[src/rtl/dff_stream_pkg.sv]
// dff_stream_pkg: shared state type and default framing constants for the deframer
package dff_stream_pkg;
    typedef enum logic {HUNT, COLLECT} deframer_state_t;
    localparam int DEF_WIDTH = 8;
    localparam int DEF_SYNC_LEN = 4;
    localparam logic [DEF_SYNC_LEN-1:0] DEF_SYNC_PATTERN = 4'b1011;
endpackage

[src/rtl/dff_sync_detect.sv]
// dff_sync_detect: hunt shift register with a match flag computed on the incoming bit
module dff_sync_detect
    import dff_stream_pkg::*;
#(
    parameter int SYNC_LEN = DEF_SYNC_LEN,
    parameter logic [SYNC_LEN-1:0] SYNC_PATTERN = DEF_SYNC_PATTERN
) (
    input  logic clk,
    input  logic rst,
    input  logic en,
    input  logic clear,
    input  logic bit_in,
    output logic match
);
    logic [SYNC_LEN-1:0] hunt_sr;
    logic [SYNC_LEN-1:0] shifted;
    assign shifted = {hunt_sr[SYNC_LEN-2:0], bit_in};
    assign match = en && (shifted == SYNC_PATTERN);
    always_ff @(posedge clk) begin
        if (rst || clear) hunt_sr <= '0;
        else if (en) hunt_sr <= shifted;
    end
endmodule

[src/rtl/dff_stream_deframer.sv]
// dff_stream_deframer: sync-hunting serial-to-parallel deframer with one-entry valid/ready output
module dff_stream_deframer
    import dff_stream_pkg::*;
#(
    parameter int WIDTH = DEF_WIDTH,
    parameter int SYNC_LEN = DEF_SYNC_LEN,
    parameter logic [SYNC_LEN-1:0] SYNC_PATTERN = DEF_SYNC_PATTERN
) (
    input  logic             clk,
    input  logic             rst,
    input  logic             bit_in,
    input  logic             bit_en,
    output logic [WIDTH-1:0] word_out,
    output logic             word_valid,
    input  logic             word_ready,
    output logic             sync_lock,
    output logic             overrun
);
    localparam int CW = $clog2(WIDTH);
    localparam logic [CW-1:0] LAST = CW'(WIDTH - 1);
    deframer_state_t state, state_next;
    logic [WIDTH-1:0] data_sr;
    logic [WIDTH-1:0] word_next;
    logic [CW-1:0] bit_cnt;
    logic match, take, done;
    assign take = bit_en && (state == COLLECT);
    assign done = take && (bit_cnt == LAST);
    assign word_next = {data_sr[WIDTH-2:0], bit_in};
    assign sync_lock = (state == COLLECT);
    dff_sync_detect #(.SYNC_LEN(SYNC_LEN), .SYNC_PATTERN(SYNC_PATTERN)) u_sync (
        .clk(clk),
        .rst(rst),
        .en(bit_en && (state == HUNT)),
        .clear(done),
        .bit_in(bit_in),
        .match(match)
    );
    always_comb begin
        state_next = state;
        state_next = match ? COLLECT : done ? HUNT : state;
    end
    always_ff @(posedge clk) begin
        if (rst) state <= HUNT;
        else state <= state_next;
    end
    always_ff @(posedge clk) begin
        if (rst) begin
            data_sr    <= '0;
            bit_cnt    <= '0;
            word_out   <= '0;
            word_valid <= 1'b0;
            overrun    <= 1'b0;
        end else begin
            if (match) bit_cnt <= '0;
            if (take) begin
                data_sr <= word_next;
                bit_cnt <= done ? '0 : bit_cnt + 1'b1;
            end
            // a completing frame may reuse the slot being popped in the same cycle
            if (done && (!word_valid || word_ready)) begin
                word_out   <= word_next;
                word_valid <= 1'b1;
            end else if (done) begin
                overrun <= 1'b1;
            end else if (word_valid && word_ready) begin
                word_valid <= 1'b0;
            end
        end
    end
endmodule

[config.mk]
export PLATFORM = sky130hd
export DESIGN_NAME = dff_stream_deframer
export DESIGN_NICKNAME = d
export VERILOG_FILES = /design/src/rtl/dff_stream_pkg.sv /design/src/rtl/dff_sync_detect.sv /design/src/rtl/dff_stream_deframer.sv
export SDC_FILE = /design/constraint.sdc
export NUM_CORES = 1
export LEC_CHECK = 0
export BUFFER_PORTS_ARGS = -buffer_cell sky130_fd_sc_hd__buf_4
export CAP_MARGIN = 0
export CORE_ASPECT_RATIO = 1.1
export CORE_UTILIZATION = 37
export DETAILED_ROUTE_END_ITERATION = 7
export GPL_TIMING_DRIVEN = 0
export HOLD_SLACK_MARGIN = 0.1
export SLEW_MARGIN = 5
export SYNTH_ARGS = -nofsm -noshare
export SYNTH_HDL_FRONTEND = slang
export SYNTH_HIERARCHICAL = 1
export SYNTH_SLANG_ARGS = --single-unit
[constraint.sdc]
create_clock -name clk -period 1.6 [get_ports clk]
set_input_delay 0.08 -clock clk [delete_from_list [all_inputs] [get_ports clk]]
set_output_delay 0.08 -clock clk [all_outputs]
set_load 0.1 [all_outputs]
After elaboration in Yosys (flattened, before gate mapping)
Index checks and enable logic that the tools add are counted.

Equality and inequality tests: 3. Bitwise gates (word level): 2. Mux-type cells: 8. Add/subtract/negate cells: 1. Reductions and logical operators: 14.

Operators by type and width (number): 2-to-1 mux 3 bit (3); logical AND 1 bit (6); nonzero test 2 bit (3); 2-to-1 mux 1 bit (5); equality test 4 bit, second input constant (1); AND reduction 2 bit (2); adder 3 x 1 -> 3 bit, second input constant (1); equality test 3 bit, second input constant (1); logical OR 1 bit (2); != test 2 x 1 -> 1 bit, second input constant (1); NOT 1 bit (2); zero test 1 bit (1).

Output and inout bits: 11. Logic and storage cells: 35. Bits of input ports: 5. Register bits: 24.

Longest topological paths before layout
Gate-level depths: netlist of the first run.

Depth after elaboration: 5. Gate-level depth with buffers: 6. Gate-level depth less buffers: 6.

Modules after synthesis
Netlist of the first run, hierarchy kept.

By module, submodules not included: dff_stream_deframer (area each 834.6 um^2, seq. area each 420.4 um^2, instances 1, cells each 96); dff_sync_detect (area each 121.4 um^2, seq. area each 60.1 um^2, instances 1, cells each 12).

Worst setup path after synthesis of the first run
No wires, ideal clock.

Kind: reg-to-reg. Start: register state (netlist: sync_lock). End: register word_out[7]. Stages on the path, launching flop included: 5. Buffers on the path: 1. Path slack: -0.386 ns. Library setup time: 0.071 ns. Arrival time: 1.915 ns. Cells stage by stage: dfxtp_1 nand3_2 buf_6 or3b_1 a21oi_1.

Word-level cells in the longest chain between the ends: 3.

RTL lines: start, declared (line dff_stream_deframer.sv:21) `deframer_state_t state, state_next;`; start signal, assigned (line dff_stream_deframer.sv:44) `else state <= state_next;`; logical AND 1 bit (line dff_stream_deframer.sv:26) `assign take = bit_en && (state == COLLECT);`; logical AND 1 bit (line dff_stream_deframer.sv:27) `assign done = take && (bit_cnt == LAST);`; logical AND 1 bit (line dff_stream_deframer.sv:60) `if (done && (!word_valid || word_ready)) begin`; end signal, assigned (line dff_stream_deframer.sv:61) `word_out <= word_next;`; end, declared (line dff_stream_deframer.sv:13) `output logic [WIDTH-1:0] word_out,`.

Every way passes these cells. A chain may end at the register's enable or synchronous reset.

Worst setup path in the final report of the first run
Start: register bit_cnt[0]. End: register word_out[7].

Word-level cells in the longest chain between the ends: 3.

RTL lines: start, declared (line dff_stream_deframer.sv:24) `logic [CW-1:0] bit_cnt;`; start signal, assigned (line dff_stream_deframer.sv:57) `bit_cnt <= done ? '0 : bit_cnt + 1'b1;`; equality test 3 bit (line dff_stream_deframer.sv:27); logical AND 1 bit (line dff_stream_deframer.sv:27); logical AND 1 bit (line dff_stream_deframer.sv:60).

Every way passes these cells.

==> results of run 1 <==
worst max path at each step:
stage | endpoint | slack, ps | depth (start not counted)
2_1_floorplan | bit_cnt[0] | 2 | 6
3_3_place_gp | word_out[7] | -90 | 6
3_5_place_dp | word_out[7] | -80 | 6
4_1_cts | word_out[7] | 30 | 6
5_1_grt | word_out[5] | 7 | 5
6_report | word_out[7] | 90 | 6
worst max-delay path, cell delays in order (launching register included):
cell	delay, ps
dfxtp_2	370
ha_2	180
ha_4	160
nand3_4	110
buf_6	160
or3b_1	350
a21oi_1	120
synthesized netlist by cell type:
library cell / count / area [um^2]
dfxtp_1: 24 / 480
nor3_1: 3 / 15.0
a22oi_1: 1 / 7.51
and2_1: 1 / 6.26
inv_1: 1 / 3.75
or3b_2: 5 / 43.8
or3b_1: 3 / 26.3
a21oi_1: 20 / 100
nor2b_1: 2 / 12.5
nand2b_1: 1 / 6.26
nand3_2: 1 / 10.0
nor2_1: 5 / 18.8
ha_1: 2 / 25.0
mux2i_1: 2 / 20.0
nand3b_1: 3 / 22.5
o21ai_0: 8 / 40.0
a31oi_1: 1 / 6.26
buf_2: 1 / 5.00
clkbuf_1: 3 / 11.3
nand2_1: 19 / 71.3
a211oi_2: 1 / 12.5
buf_6: 1 / 11.3
cells by family (layout without fill, tap and decap cells):
logic type	after synthesis	count (layout)	synth area share [%]
and+or+nand+nor	43	43	24.3
muxes	2	2	2.09
adders and majority gates	2	2	2.62
buffers and inverters	6	29	3.27
AOI/OAI and AO/OA	31	31	17.4
DFF	24	24	50.3
stage by stage:
step	total power, W	instance area, um^2
finish	0.00108	1230
global route	0.00111	1230
CTS	0.00108	1210
detailed placement	0.000645	1110
global placement	0.000645	1110
floorplan	0.000629	958
flip-flops by register name, summed over array words and instances (netlist names):
| signal | cells |
|---|---|
| bit_cnt | 3 |
| data_sr | 7 |
| overrun | 1 |
| sync_lock | 1 |
| u_sync/hunt_sr | 3 |
| word_out | 8 |
| word_valid | 1 |
report_power, final:
| group | internal (W) | switching [W] | total, W |
|---|---|---|---|
| combinational | 0.0000159 | 0.0000191 | 0.0000350 |
| clock | 0.000253 | 0.000185 | 0.000438 |
| sequential | 0.000600 | 0.00000168 | 0.000602 |
layout make-up:
type / instances / area [um^2]
buffer: 5 / 27.5
clock buffer: 3 / 22.5
clock inverter: 1 / 30.0
fill: 224 / 1110
inverter: 1 / 3.75
multi-input combinational: 78 / 477
sequential: 24 / 485
tap: 30 / 37.5
timing repair buffer: 19 / 148
repair_timing:
item	CTS	global route
gates cloned	0	0
endpoints found under the hold margin	5	0
resized for setup	4	5
hold buffers	2	0
endpoints found under the setup margin	7	11
buffers inserted	0	2
per-layer routing:
metal	share of wire (%)	vias to the layer above
li1	-	420
met1	49	365
met2	47	10
met3	2.7	2
met4	0.75	0
met5	0	-
==> impl_metrics.env, run 1 <==
export IMPL_grt_pass1_vias=723
export IMPL_hold_violations=0
export IMPL_fin_skew_ps=6.04
export IMPL_clock_sinks=24
export IMPL_gr_usage_met1_pct=21.1
export IMPL_core_area_um2=2340
export IMPL_seq_area_frac_synth_pct=50.3
export IMPL_max_vdd_ir_drop_mv=0.550
export IMPL_syn_inst=108
export IMPL_antenna_found_initial=0
export IMPL_dp_slack_ps=-82.0
export IMPL_status="finished clean"
export IMPL_vias_per_cell=4.95
export IMPL_gp_congestion=0.737
export IMPL_reg2reg_depth=6
export IMPL_clock_latency_ps=310
export IMPL_synthDistinctLibCells=22
export IMPL_worst_slew_pin_slew_ps=450
export IMPL_crit_path_start="bit_cnt[0]"
export IMPL_start_util_pct=40.8
export IMPL_grt_start_max_net_pins=15
export IMPL_rr_startpoint="bit_cnt[0]"
export IMPL_min_delay_start="bit_en"
export IMPL_num_vias=797
export IMPL_hold_depth=4
export IMPL_total_leakage_power_nw=0.446
export IMPL_hold_ws_ps=109
export IMPL_first_pass_iters=4
export IMPL_critPathMaxFanout=10
export IMPL_grt_overflow=0
export IMPL_syn_nets=115
export IMPL_dpl_cell_count=153
export IMPL_crit_required_ps=1850
export IMPL_rr_endpoint="word_out[7]"
export IMPL_p_per_area_nw_per_um2=873
export IMPL_start_kind="register"
export IMPL_synth_warnings=6
export IMPL_track_usage_pct=15.2
export IMPL_io_pins=16
export IMPL_rsz0062_at_grt="no"
export IMPL_timing_final_crit_share_pct=94.1
export IMPL_use_met3_pct=2.48
export IMPL_antenna_cells=0
export IMPL_ys_ff_latch=24
export IMPL_drv_cap=0
export IMPL_syn_area_per_cell_um2=8.85
export IMPL_setup_viol=0
export IMPL_clk_path_buf_depth=2
export IMPL_met2_usage_pct=22.7
export IMPL_io_buffers=15
export IMPL_r2r_slack_ps=90
export IMPL_cts_root_buffer="clkbuf_4"
export IMPL_drt_total_wl_um=1880
export IMPL_route_detailed_drc=0
export IMPL_die_w_um=50.5
export IMPL_synth_area_um2=956
export IMPL_area_delta_synth_final_pct=28.8
export IMPL_setup_ws_ps=94.0
export IMPL_relSlewSlack_pct=70.0
export IMPL_dieArea_um2=2790
export IMPL_row_count=18
export IMPL_top_usage_layer="met2"
export IMPL_fin_cells=161
export IMPL_hp_class="in -> reg"
export IMPL_final_nets=139
export IMPL_die_height_um=55.3
export IMPL_critical_path_class="reg -> reg"
export IMPL_post_route_min_period_ps=1510
export IMPL_grt_pass1_wl_um=3290
export IMPL_hpwl_um=1280
export IMPL_postRouteAntennaNets=0
export IMPL_drv_slew=0
export IMPL_tns_ps=0
export IMPL_fmax_ghz=0.664
export IMPL_utilization_pct=52.6
export IMPL_cts_reportedPaths_clkPinSlew_ps=140
export IMPL_worstSetupEndpointType="register"
export IMPL_numCtsBuffers=3
export IMPL_cts_tree="done"
export IMPL_holdPathEnd="sync_lock"
export IMPL_post_drt_wl_per_cell_um=11.6
export IMPL_htree_levels=1
export IMPL_arrival_ps=1760
export IMPL_final_cell_mix="a21oi_1 (20), dfxtp_1 (20), nand2_1 (19)"
export IMPL_drtIter0Drc=18
export IMPL_drive_above_1_share_pct=29.8
Note: power is estimated with default switching activity, not from simulation.
==> run 2: changes to the inputs <==
Settings changed: CELL_PAD_IN_SITES_DETAIL_PLACEMENT from default to 1, CELL_PAD_IN_SITES_GLOBAL_PLACEMENT from default to 1, PLACE_DENSITY_LB_ADDON from default to 0.1.
==> run 2 against run 1 <==
  * Non-clock buffer count is 1 higher
  * Cell area is 0.10% higher
  * Critical path type unchanged
  * Clock skew is 2.2 ps lower
  * Setup slack better by 3.6 ps
  * Register-to-register slack hardly changed
  * First-iteration DRC count is 83% lower
  * Highest routed layer unchanged
  * Die area stayed put
==> impl_metrics.env, run 2 (synthesized netlist as in run 1, its figures left out) <==
export IMPL_status="finished clean"
export IMPL_worstSetupEndpointType="register"
export IMPL_nFillCells=291
export IMPL_seqPwrFrac_pct=66.8
export IMPL_numCtsBuffers=3
export IMPL_largest_register_ffs=8
export IMPL_critPathMaxFanout=8
export IMPL_post_route_min_period_ps=1500
export IMPL_antenna_cells=0
export IMPL_relSlewSlack_pct=69.7
export IMPL_num_vias=854
export IMPL_arrival_ps=1750
export IMPL_drv_slew=0
export IMPL_place_area_um2=1110
export IMPL_route_detailed_drc=0
export IMPL_met2_usage_pct=29.3
export IMPL_final_cell_mix="a21oi_1 (20), dfxtp_1 (20), nand2_1 (19)"
export IMPL_hpwl_um=1510
export IMPL_fmax_ghz=0.666
export IMPL_top_register="word_out"
export IMPL_track_usage_pct=16.8
export IMPL_clk_path_buf_depth=2
export IMPL_hold_ws_ps=117
export IMPL_grt_start_max_net_pins=13
export IMPL_clock_latency_ps=310
export IMPL_postRouteAntennaNets=0
export IMPL_top_usage_layer="met2"
export IMPL_rsz0062_at_grt="no"
export IMPL_fin_skew_ps=3.85
export IMPL_post_drt_wl_per_cell_um=14.3
export IMPL_critical_path_class="reg -> reg"
export IMPL_htree_levels=1
export IMPL_antenna_found_initial=0
export IMPL_net_switching_power_w=0.000197
export IMPL_drive_above_1_share_pct=30.5
export IMPL_gp_congestion=0.675
export IMPL_crit_required_ps=1840
export IMPL_use_met3_pct=2.48
export IMPL_grt_pass1_wl_um=3620
export IMPL_row_count=18
export IMPL_cts_tree="done"
export IMPL_worst_slew_pin_slew_ps=454
export IMPL_clkPwrFrac_pct=29.2
export IMPL_io_buffers=15
export IMPL_cts_reportedPaths_clkPinSlew_ps=130
export IMPL_hold_violations=0
export IMPL_area_delta_synth_final_pct=28.9
export IMPL_sw_frac_of_total_pct=21.8
export IMPL_p_per_area_nw_per_um2=731
export IMPL_gr_usage_met1_pct=20.9
export IMPL_hp_class="in -> reg"
export IMPL_total_leakage_power_nw=0.446
export IMPL_dieArea_um2=2790
export IMPL_die_w_um=50.5
export IMPL_top_regs="word_out: 8 flops, data_sr: 7 flops"
export IMPL_setup_viol=0
export IMPL_vias_per_cell=5.30
export IMPL_combPwrFrac_pct=4.0
export IMPL_p_int_w=0.000704
export IMPL_timing_final_crit_share_pct=93.9
export IMPL_first_pass_iters=2
export IMPL_grt_pass1_vias=827
export IMPL_drtIter0Drc=3
export IMPL_drt_total_wl_um=2310
export IMPL_final_cell_area_um2=1230
export IMPL_die_height_um=55.3
export IMPL_io_pins=16
export IMPL_max_vdd_ir_drop_mv=0.402
export IMPL_cts_root_buffer="clkbuf_4"
export IMPL_clock_sinks=24
export IMPL_grt_overflow=0
export IMPL_drv_cap=0
export IMPL_start_util_pct=40.8
export IMPL_start_kind="register"
export IMPL_core_area_um2=2340
export IMPL_final_nets=140
run 2: cell types whose count changed in the layout (fill, tap and decap cells not counted), sizes merged:
cell,change
bufinv,-1
buf,+1
run 2: final cells by class:
class	instances	area (um^2)	area share (%)
repair buffers	20	168	13.6
flip-flops and latches	24	485	39.4
well taps	30	37.5	3.05
clock buffers	3	22.5	1.83
inverters	1	3.75	0.305
multi-input cells	78	487	39.5
plain buffers	5	28.8	2.34
run 2: path summary, 6_finish.rpt:
kind / start / slack (ps) / to / depth (start not counted)
worst max-delay path: bit_cnt[0] / 100 / word_out[2] / 5
worst min-delay path: bit_en / 120 / sync_lock / 4
worst max register to register: bit_cnt[0] / 100 / word_out[2] / 5
worst min register to register: data_sr[4] / 470 / data_sr[5] / 2
run 2: per-layer routing:
layer	vias to the layer above	part of all wire [%]
met5	-	0
met4	0	1.0
met3	4	1.8
met2	9	52
met1	419	45
li1	422	-
run 2: critical path, stage by stage (launching register included):
cell	delay [ps]
dfxtp_2	390
ha_4	140
ha_4	160
nand3_4	120
or3b_2	470
a21oi_1	160
run 2: repair_timing:
item | in CTS | in global routing
resized for setup | 4 | 8
pin swaps | 0 | 2
endpoints found under the hold margin | 5 | 0
setup buffers | 0 | 3
endpoints found under the setup margin | 11 | 11
hold buffers | 2 | 0
gates cloned | 0 | 0
run 2: power by group through the flow:
stage | logic [W] | clock network [W] | registers (W)
final | 0.0000360 | 0.000263 | 0.000602
after global routing | 0.0000391 | 0.000295 | 0.000602
after CTS | 0.0000356 | 0.000270 | 0.000602
after detailed placement | 0.0000312 | 0 | 0.000615
after global placement | 0.0000307 | 0 | 0.000615
after floorplan | 0.0000142 | 0 | 0.000615
run 2: per-stage QoR:
step,setup TNS [ps],utilization (%),setup WS [ps],cells,total power [W]
after floorplan,0,-,2.44,108,0.000629
after global placement,-293,47.3,-93.8,153,0.000646
after detailed placement,-533,47.3,-114,153,0.000646
after CTS,0,50.2,17.5,158,0.000907
after global routing,0,52.6,7.95,161,0.000936
final,0,52.6,97.5,161,0.000901
==> run 3: changes to the inputs <==
Settings changed: RECOVER_POWER from default to 100.
==> run 3 against run 2 <==
  * Clock-buffer cell count unchanged
  * Highest routed layer unchanged
  * Combinational power about the same
  * Largest cell class unchanged
  * Global-route usage unchanged
  * Via count decreased by 0.12%
  * Largest power group unchanged
==> impl_metrics.env, run 3 (synthesized netlist as in run 1, its figures left out) <==
export IMPL_status="finished clean"
export IMPL_rr_endpoint="word_out[2]"
export IMPL_fmax_ghz=0.664
export IMPL_setup_viol=0
export IMPL_rsz0062_at_grt="no"
export IMPL_grt_pass1_vias=827
export IMPL_top_regs="word_out: 8 flops, data_sr: 7 flops"
export IMPL_hold_depth=4
export IMPL_setup_ws_ps=94.9
export IMPL_numCtsBuffers=3
export IMPL_min_delay_start="bit_en"
export IMPL_route_detailed_drc=0
export IMPL_final_cell_mix="a21oi_1 (20), dfxtp_1 (20), nand2_1 (19)"
export IMPL_relSlewSlack_pct=63.7
export IMPL_start_util_pct=40.8
export IMPL_reg2reg_depth=5
export IMPL_clk_path_buf_depth=2
export IMPL_drt_total_wl_um=2310
export IMPL_htree_levels=1
export IMPL_io_buffers=15
export IMPL_gp_congestion=0.675
export IMPL_track_usage_pct=16.8
export IMPL_post_drt_wl_per_cell_um=14.3
export IMPL_nFillCells=297
export IMPL_final_cell_area_um2=1190
export IMPL_drv_cap=0
export IMPL_fin_skew_ps=3.17
export IMPL_timing_final_crit_share_pct=94.1
export IMPL_cp_slowest_cell="or3b_2"
export IMPL_cp_cell_sequence="ha_4 -> ha_4 -> nand3_4 -> or3b_2 -> a21oi_1"
export IMPL_arrival_ps=1750
export IMPL_start_kind="register"
export IMPL_area_delta_synth_final_pct=24.3
export IMPL_drv_slew=0
export IMPL_cp_num_buf_inv=0
export IMPL_die_w_um=50.5
export IMPL_cts_root_buffer="clkbuf_4"
export IMPL_io_pins=16
export IMPL_postRouteAntennaNets=0
export IMPL_num_vias=853
export IMPL_critical_path_class="reg -> reg"
export IMPL_hold_violations=0
export IMPL_largest_register_ffs=8
export IMPL_top_register="word_out"
export IMPL_crit_required_ps=1840
export IMPL_crit_path_max_incr_delay_ps=470
export IMPL_total_leakage_power_nw=0.423
export IMPL_antenna_cells=0
export IMPL_final_nets=140
export IMPL_worstSetupEndpointType="register"
export IMPL_critPathMaxFanout=8
export IMPL_r2r_slack_ps=90
export IMPL_clock_sinks=24
export IMPL_vias_per_cell=5.30
export IMPL_max_vdd_ir_drop_mv=0.405
export IMPL_core_area_um2=2340
export IMPL_dpl_cell_count=153
export IMPL_place_area_um2=1110
export IMPL_path_common_cell="ha_4"
export IMPL_hpwl_um=1510
export IMPL_tns_ps=0
export IMPL_crit_family="simple AND/OR/NAND/NOR gates"
export IMPL_drtIter0Drc=4
export IMPL_row_count=18
export IMPL_hp_class="in -> reg"
export IMPL_antenna_found_initial=0
export IMPL_grt_overflow=0
export IMPL_fin_cells=161
export IMPL_clock_latency_ps=310
export IMPL_drive_above_1_share_pct=29.8
export IMPL_dp_slack_ps=-114
export IMPL_grt_pass1_wl_um=3620
export IMPL_first_pass_iters=2
export IMPL_worst_slew_pin_slew_ps=547
export IMPL_dieArea_um2=2790
export IMPL_rr_startpoint="bit_cnt[0]"
export IMPL_post_route_min_period_ps=1510
export IMPL_p_per_area_nw_per_um2=760
export IMPL_hold_ws_ps=116
export IMPL_cts_tree="done"
export IMPL_grt_start_max_net_pins=13
export IMPL_die_height_um=55.3
export IMPL_cts_reportedPaths_clkPinSlew_ps=130
export IMPL_holdPathEnd="sync_lock"
==> run 3: area by class of cell <==
| cell class | count | area, um^2 | share of cell area (%) |
|---|---|---|---|
| multi-input cells | 78 | 487 | 40.9 |
| flip-flops and latches | 24 | 485 | 40.8 |
| repair buffers | 20 | 125 | 10.5 |
| well taps | 30 | 37.5 | 3.16 |
| plain buffers | 5 | 27.5 | 2.32 |
| clock buffers | 3 | 22.5 | 1.89 |
| inverters | 1 | 3.75 | 0.316 |
==> run 3: metal layers <==
metal	vias to the layer above	GRT usage, %	share of wire, %
li1	422	-	-
met1	418	20.9	45
met2	9	29.3	52
met3	4	2.48	1.8
met4	0	4.76	1.0
met5	-	0	0
==> run 3: worst register-to-register path: stages, from the launching register on <==
cell     delay, ps
dfxtp_2        390
ha_4           140
ha_4           160
nand3_4        120
or3b_2         470
a21oi_1        160
==> run 3: timing repair <==
action	4_1_cts	5_1_grt
endpoints found under the hold margin	5	0
setup endpoints to repair	11	11
resized for setup	4	8
pin swaps	0	2
hold buffers	2	0
buffers inserted	0	3
==> run 3: worst max-delay path by stage <==
| stage | startpoint | endpoint | slack (ps) | depth (start not counted) |
|---|---|---|---|---|
| 2_1_floorplan | sync_lock | bit_cnt[0] | 2 | 6 |
| 3_3_place_gp | bit_cnt[0] | word_out[7] | -90 | 6 |
| 3_5_place_dp | bit_cnt[0] | word_out[7] | -110 | 6 |
| 4_1_cts | bit_cnt[0] | word_out[7] | 20 | 6 |
| 5_1_grt | bit_cnt[0] | word_out[5] | 9 | 5 |
| 6_report | bit_cnt[0] | word_out[2] | 90 | 5 |
==> run 3: metrics by stage <==
stage	total power (W)	utilization, %
2_1_floorplan	0.000629	-
3_3_place_gp	0.000646	47.3
3_5_place_dp	0.000646	47.3
4_1_cts	0.000907	50.2
5_1_grt	0.000936	50.7
6_report	0.000903	50.7
==> run 3: power breakdown <==
group	internal (W)	switching [W]
Sequential	0.000600	0.00000166
Clock	0.0000880	0.000177
Combinational	0.0000159	0.0000200
Total	0.000704	0.000199
